### src/rtl/jesd_tx_pkg.sv
// rtl/jesd_tx_pkg.sv - JESD204B TX link-layer shared encodings
// Purpose: encoder-mux select codes and one-hot link states shared by the link
//          controller, the per-lane ILA generator and the encoder mux.
// Ports:   none (package).
package jesd_tx_pkg;

    localparam logic [2:0] LINK_MUX_DATA = 3'd0;
    localparam logic [2:0] LINK_MUX_K    = 3'd1;
    localparam logic [2:0] LINK_MUX_ILA  = 3'd2;

    localparam logic [3:0] ST_CGS       = 4'b0001;
    localparam logic [3:0] ST_WAIT_LMFC = 4'b0010;
    localparam logic [3:0] ST_ILA       = 4'b0100;
    localparam logic [3:0] ST_DATA      = 4'b1000;

    // Encoder select implied by a link state; anything not ILA/DATA sends K.
    function automatic logic [2:0] link_mux_for(input logic [3:0] st);
        if (st == ST_DATA) begin
            return LINK_MUX_DATA;
        end else if (st == ST_ILA) begin
            return LINK_MUX_ILA;
        end
        return LINK_MUX_K;
    endfunction

endpackage

### src/rtl/jesd_sync_monitor.sv
// rtl/jesd_sync_monitor.sv - SYNC~ classifier for data mode
// Purpose: counts frame ticks with SYNC~ low and classifies the assertion as an
//          error report (short) or a re-initialisation request (long).
// Ports:   clk, rst_n        - clock, async active-low reset
//          active_i          - link in DATA with error reporting enabled
//          frame_clk_i       - frame-boundary tick
//          sync_n_i          - synchronised SYNC~, low = asserted
//          reinit_req_o      - combinational: threshold reached this cycle
//          err_pulse_o       - combinational: short assertion just released
module jesd_sync_monitor
    import jesd_tx_pkg::*;
#(
    parameter int REINIT_FRAMES = 5
) (
    input  logic clk,
    input  logic rst_n,
    input  logic active_i,
    input  logic frame_clk_i,
    input  logic sync_n_i,
    output logic reinit_req_o,
    output logic err_pulse_o
);

    localparam int SLW = $clog2(REINIT_FRAMES + 1);
    localparam logic [SLW-1:0] SL_LAST = SLW'(REINIT_FRAMES - 1);

    logic [SLW-1:0] sl_cnt_q, sl_cnt_d;

    // A frame tick that would bring the count to the threshold always wins,
    // even if SYNC~ is released on that same cycle: the frame it closes was
    // spent low, so the receiver asked for re-init, not an error report.
    // The count never passes SL_LAST, so it saturates without wrapping.
    always_comb begin
        sl_cnt_d     = sl_cnt_q;
        reinit_req_o = 1'b0;
        err_pulse_o  = 1'b0;
        if (!active_i) begin
            sl_cnt_d = '0;
        end else if (frame_clk_i && sl_cnt_q == SL_LAST) begin
            reinit_req_o = 1'b1;
            sl_cnt_d     = '0;
        end else if (!sync_n_i) begin
            if (frame_clk_i) begin
                sl_cnt_d = sl_cnt_q + 1'b1;
            end
        end else if (sl_cnt_q != '0) begin
            // Released after at least one frame low; glitches with no frame
            // tick leave the count at zero and are ignored.
            err_pulse_o = 1'b1;
            sl_cnt_d    = '0;
        end
    end

    always_ff @(posedge clk or negedge rst_n) begin
        if (!rst_n) begin
            sl_cnt_q <= '0;
        end else begin
            sl_cnt_q <= sl_cnt_d;
        end
    end

endmodule

### src/rtl/tx_link_ctrl.sv
// rtl/tx_link_ctrl.sv - JESD204B transmit link-layer sequencer
// Purpose: sequences CGS (K), LMFC-aligned ILA and user data, and reacts to
//          SYNC~ with re-init or error reporting while in data mode.
// Ports:   clk, rst_n        - clock, async active-low reset
//          frame_clk         - frame-boundary tick
//          lmfc_clk          - LMFC-boundary tick (coincides with frame_clk)
//          i_sync_n          - synchronised SYNC~, low = asserted
//          i_err_reporting   - 1: short SYNC~ in DATA is an error report
//          i_link_en         - 0: hold in CGS
//          o_link_mux        - encoder select (0 data, 1 K, 2 ILA)
//          o_ila_mf_idx      - current ILA multiframe, 0 outside ILA
//          o_link_up         - high in DATA
//          o_err_report      - one-cycle error-report pulse
//          o_state           - one-hot state for debug
module tx_link_ctrl
    import jesd_tx_pkg::*;
#(
    parameter int K_MIN_FRAMES    = 4,
    parameter int ILA_MULTIFRAMES = 4,
    parameter int REINIT_FRAMES   = 5,
    localparam int MFW = (ILA_MULTIFRAMES > 1) ? $clog2(ILA_MULTIFRAMES) : 1
) (
    input  logic           clk,
    input  logic           rst_n,
    input  logic           frame_clk,
    input  logic           lmfc_clk,
    input  logic           i_sync_n,
    input  logic           i_err_reporting,
    input  logic           i_link_en,
    output logic [2:0]     o_link_mux,
    output logic [MFW-1:0] o_ila_mf_idx,
    output logic           o_link_up,
    output logic           o_err_report,
    output logic [3:0]     o_state
);

    localparam int KW = $clog2(K_MIN_FRAMES + 1);
    localparam logic [KW-1:0]  K_LAST  = KW'(K_MIN_FRAMES);
    localparam logic [MFW-1:0] MF_LAST = MFW'(ILA_MULTIFRAMES - 1);

    logic [3:0]     state_q, state_d;
    logic [KW-1:0]  k_cnt_q, k_cnt_d;
    logic [MFW-1:0] mf_cnt_q, mf_cnt_d;
    logic [2:0]     link_mux_q;
    logic           link_up_q;
    logic           err_report_q;

    logic           mon_active;
    logic           reinit_req;
    logic           err_pulse;

    assign mon_active = (state_q == ST_DATA) && i_err_reporting && i_link_en;

    jesd_sync_monitor #(
        .REINIT_FRAMES (REINIT_FRAMES)
    ) u_sync_monitor (
        .clk          (clk),
        .rst_n        (rst_n),
        .active_i     (mon_active),
        .frame_clk_i  (frame_clk),
        .sync_n_i     (i_sync_n),
        .reinit_req_o (reinit_req),
        .err_pulse_o  (err_pulse)
    );

    always_comb begin
        state_d = state_q;
        if (!i_link_en) begin
            state_d = ST_CGS;
        end else begin
            case (state_q)
                ST_CGS: begin
                    if (i_sync_n && k_cnt_q == K_LAST) begin
                        state_d = ST_WAIT_LMFC;
                    end
                end
                ST_WAIT_LMFC: begin
                    if (!i_sync_n) begin
                        state_d = ST_CGS;
                    end else if (lmfc_clk) begin
                        state_d = ST_ILA;
                    end
                end
                ST_ILA: begin
                    // SYNC~ is checked first so a fall on the final LMFC tick
                    // restarts CGS instead of entering DATA.
                    if (!i_sync_n) begin
                        state_d = ST_CGS;
                    end else if (lmfc_clk && mf_cnt_q == MF_LAST) begin
                        state_d = ST_DATA;
                    end
                end
                ST_DATA: begin
                    if (i_err_reporting ? reinit_req : !i_sync_n) begin
                        state_d = ST_CGS;
                    end
                end
                default: state_d = ST_CGS;
            endcase
        end
    end

    // K frames only accumulate while sitting in CGS with SYNC~ released; any
    // other condition (including being outside CGS) keeps the count at zero,
    // which also provides the clear on re-entry.
    always_comb begin
        k_cnt_d = '0;
        if (state_q == ST_CGS && i_link_en && i_sync_n) begin
            k_cnt_d = k_cnt_q;
            if (frame_clk && k_cnt_q != K_LAST) begin
                k_cnt_d = k_cnt_q + 1'b1;
            end
        end
    end

    // The multiframe index is zero whenever the next state is not ILA, so the
    // register doubles as the registered o_ila_mf_idx output. The LMFC tick
    // that enters ILA is not counted: it starts multiframe 0.
    always_comb begin
        mf_cnt_d = '0;
        if (state_d == ST_ILA) begin
            mf_cnt_d = mf_cnt_q;
            if (state_q == ST_ILA && lmfc_clk && mf_cnt_q != MF_LAST) begin
                mf_cnt_d = mf_cnt_q + 1'b1;
            end
        end
    end

    always_ff @(posedge clk or negedge rst_n) begin
        if (!rst_n) begin
            state_q      <= ST_CGS;
            k_cnt_q      <= '0;
            mf_cnt_q     <= '0;
            link_mux_q   <= LINK_MUX_K;
            link_up_q    <= 1'b0;
            err_report_q <= 1'b0;
        end else begin
            state_q      <= state_d;
            k_cnt_q      <= k_cnt_d;
            mf_cnt_q     <= mf_cnt_d;
            link_mux_q   <= link_mux_for(state_d);
            link_up_q    <= (state_d == ST_DATA);
            err_report_q <= err_pulse && (state_d == ST_DATA);
        end
    end

    assign o_link_mux   = link_mux_q;
    assign o_ila_mf_idx = mf_cnt_q;
    assign o_link_up    = link_up_q;
    assign o_err_report = err_report_q;
    assign o_state      = state_q;

endmodule

### config.mk
export PLATFORM = sky130hd
export DESIGN_NAME = tx_link_ctrl
export DESIGN_NICKNAME = d
export VERILOG_FILES = /design/src/rtl/jesd_tx_pkg.sv /design/src/rtl/jesd_sync_monitor.sv /design/src/rtl/tx_link_ctrl.sv
export SDC_FILE = /design/constraint.sdc
export NUM_CORES = 1
export LEC_CHECK = 0
export CORE_UTILIZATION = 48
export CTS_BUF_LIST = sky130_fd_sc_hd__clkbuf_4
export DETAILED_ROUTE_END_ITERATION = 7
export PLACE_DENSITY = 0.77
export REMOVE_ABC_BUFFERS = 1
export SLEW_MARGIN = 30
export SYNTH_ARGS = -nofsm -noshare
export SYNTH_HDL_FRONTEND = slang
export SYNTH_SLANG_ARGS = --single-unit
export TNS_END_PERCENT = 10
### constraint.sdc
create_clock -name clk -period 1.87 [get_ports clk]
set_clock_uncertainty 0.2 [all_clocks]
set_input_delay 0.4675 -clock clk [delete_from_list [all_inputs] [get_ports clk]]
set_output_delay 0.4675 -clock clk [all_outputs]
set_load 0.01 [all_outputs]
==> impl_results.md <==
* Largest net degree at the start of global routing at 11
* Switching part of the total at 23.3%
* Arr. time, crit path at 1.91 ns
* Number of global-route vias before repair at 862
* Final Cycle Share at 101%
* Clock Pin Slew Worst Setup and Hold Paths at 0.09 ns
* Post-Syn Area per Cell at 9.14 um^2
* Status: finished, violations left
* Core Region at 1780 um^2
* VDD IR max at 0.424 mV
* Layout cell share with drive strength beyond 1 at 20.6%
* # port buffers at 16
* Most common cell after layout, fill and taps aside: dfrtp_1
* Clock power share at 33.7%
* Flop2flop setup slack at -0.03 ns
* Via count at 856
* Fmax at 527 MHz
* GPL Wtd Cong at 0.868
* First drt pass iteration count at 4
* WL final at 2250 um
* Root buffer cell: clkbuf_4
* Seq/Total Area, Yosys at 42.4%
* Power share of the sequential group at 56.3%
* Commonest non-fill, non-tap cells in the layout: dfrtp_1 (11), inv_1 (10), buf_4 (10), nor2_1 (9)
* Power Density at 494 nW/um^2
* Final hold vios at 0
* # IOs at 18
* P_sw at 144 uW
* Min Clock Period, post-route at 1.90 ns
* Synth Register Bits at 16
* Data required, critical path at 1.88 ns
* Yosys cell types at 38
* Final nets at 144
* Critical path class: flop to flop
* First-pass GRT wire length at 3750 um
* # DRC at 0
* Tot Pwr at 619 uW
* Row cnt at 15
* Max Cap Viol at 0
* Crit end category: flop
* Crit path max fanout at 8
* Clk_lat worst skew at 0.29 ns
* Hold Crit Class: input port to async pin
* Top_reg_cell synth: dfrtp_1
* Hold-fix buffers, CTS at 0
* GRT Total Usage at 25.3%
* DIE AREA at 2160 um^2
* Leakage power at 0.641 nW
* Die width at 46.5 um
* Int Pwr at 475 uW
* Post-DP HPWL at 1670 um
* Mapped Area at 951 um^2
* Final-report setup violation count at 1
* Max Slew Vio Count at 0
* Fin area at 1250 um^2
* Ys Warns at 0
* Area grow syn2layout at 31.6%
* Antenna violations before repair at 0
* DRT iter0 DRCs at 17
* Setup ws final at -0.0265 ns
* Setup repair after global routing missed its margin: yes
* Bufs on Longest Clock Path at 2
* Gate power share at 10.0%
* H-Tree Depth at 1
* Placed Area at 1190 um^2
* ANT nets after route at 0
* Async S/R FF share, synth at 100%
* Gr ovfl total at 0
* Die height at 46.5 um
* CTS sink count at 16
* CTS tree: built
* Post-Synthesis Cells at 104
* CTS buffer count at 3
* EDFF count, synth at 0
* Via/cell ratio at 5.49
* Drt wl/cell at 14.4 um
* Startpoint Class: flop
* Number of diodes at 0
* Failing checks: negative setup slack
* Initial Util at 53.3%
worst paths after layout:
| kind | startpoint | end | cells past startpoint |
|---|---|---|---|
| setup / recovery | o_state[0] | o_link_mux[0] | 5 |
| hold / removal | rst_n | u_sync_monitor.sl_cnt_q[0] | 1 |
| setup reg to reg | o_state[0] | o_link_mux[0] | 5 |
| hold reg to reg | k_cnt_q[1] | k_cnt_q[1] | 2 |
| max in group asynchronous | rst_n | o_state[3] | 2 |
| min in group clk | k_cnt_q[1] | k_cnt_q[1] | 2 |
layout make-up:
type                            count  area (um^2)
Clock buffer                        4         30.0
Fill cell                         141          532
Timing Repair Buffer               27          245
Tap cell                           25         31.3
Multi-Input combinational cell     74          500
Inverter                           10         37.5
Sequential cell                    16          407
Yosys cell counts, types with 2 or more instances:
master,instances,share of area (%)
nand2_1,8,3.2
inv_1,10,3.9
dfstp_2,2,5.5
nor4b_1,2,1.8
nand3_1,5,2.6
xor2_1,2,1.8
ha_1,5,6.6
and3_1,2,1.3
a21oi_1,8,4.2
dfrtp_1,14,37
buf_4,2,1.6
o21ai_0,4,2.1
nor2_1,9,3.6
nor3_1,3,1.6
nand4_1,4,2.6
nand2b_1,2,1.3
logic make-up (layout without fill, tap and decap cells):
| logic type | Yosys count | after routing | share of synthesized area (%) |
|---|---|---|---|
| compound gates | 19 | 19 | 13.0 |
| xor+xnor | 3 | 3 | 2.76 |
| fa+ha+maj | 5 | 5 | 6.58 |
| buf+inv | 14 | 41 | 7.10 |
| flops | 16 | 16 | 42.4 |
| mux | 1 | 1 | 1.05 |
| other cells | 1 | 1 | 0.394 |
| simple gates | 45 | 45 | 26.7 |
per-stage QoR:
| step | setup TNS, ns | cells | setup WS [ns] | utilization, % | hold slack, ns |
|---|---|---|---|---|---|
| 2_1_floorplan | 0 | 100 | 0.0854 | - | -0.0281 |
| 3_3_place_gp | -1.56 | 151 | -0.277 | 66.6 | 0.335 |
| 3_5_place_dp | -1.84 | 151 | -0.314 | 66.6 | 0.364 |
| 4_1_cts | -0.0275 | 156 | -0.0275 | 69.1 | 0.241 |
| 5_1_grt | -0.0929 | 156 | -0.0929 | 70.2 | 0.253 |
| 6_report | -0.0265 | 156 | -0.0265 | 70.2 | 0.229 |
flip-flops by register name, summed over array words and instances, names as in the netlist:
register	count
u_sync_monitor.sl_cnt_q	3
o_err_report	1
o_link_up	1
o_ila_mf_idx	2
k_cnt_q	3
o_link_mux	2
o_state	4
timing repair:
item                                    CTS  global route
endpoints found under the setup margin    9            13
resized for setup                        12             5
cloned                                    0             0
pin swaps                                 0             1
setup buffers                             1             0
per-layer routing:
layer / up-vias / global-route usage, % / routed length (um)
met5: - / 0 / 0
met4: 0 / 14.1 / 40
met3: 4 / 3.92 / 69
met2: 17 / 42.2 / 1150
met1: 421 / 30.5 / 987
li1: 414 / - / -
power groups by stage:
stage | clock network [mW] | logic, mW | registers (mW)
after floorplan | 0 | 0.0164 | 0.355
after global placement | 0 | 0.0593 | 0.355
after detailed placement | 0 | 0.0608 | 0.355
after CTS | 0.215 | 0.0612 | 0.349
after global routing | 0.228 | 0.0692 | 0.349
final | 0.208 | 0.0618 | 0.349
critical path, stage by stage (launching register included):
cell and delay, ns:
dfstp_2 0.56, buf_6 0.13, nor4b_4 0.18, a221o_2 0.18, nand2_4 0.07, or4b_1 0.51
No activity file was read; power rests on OpenSTA's default activity.
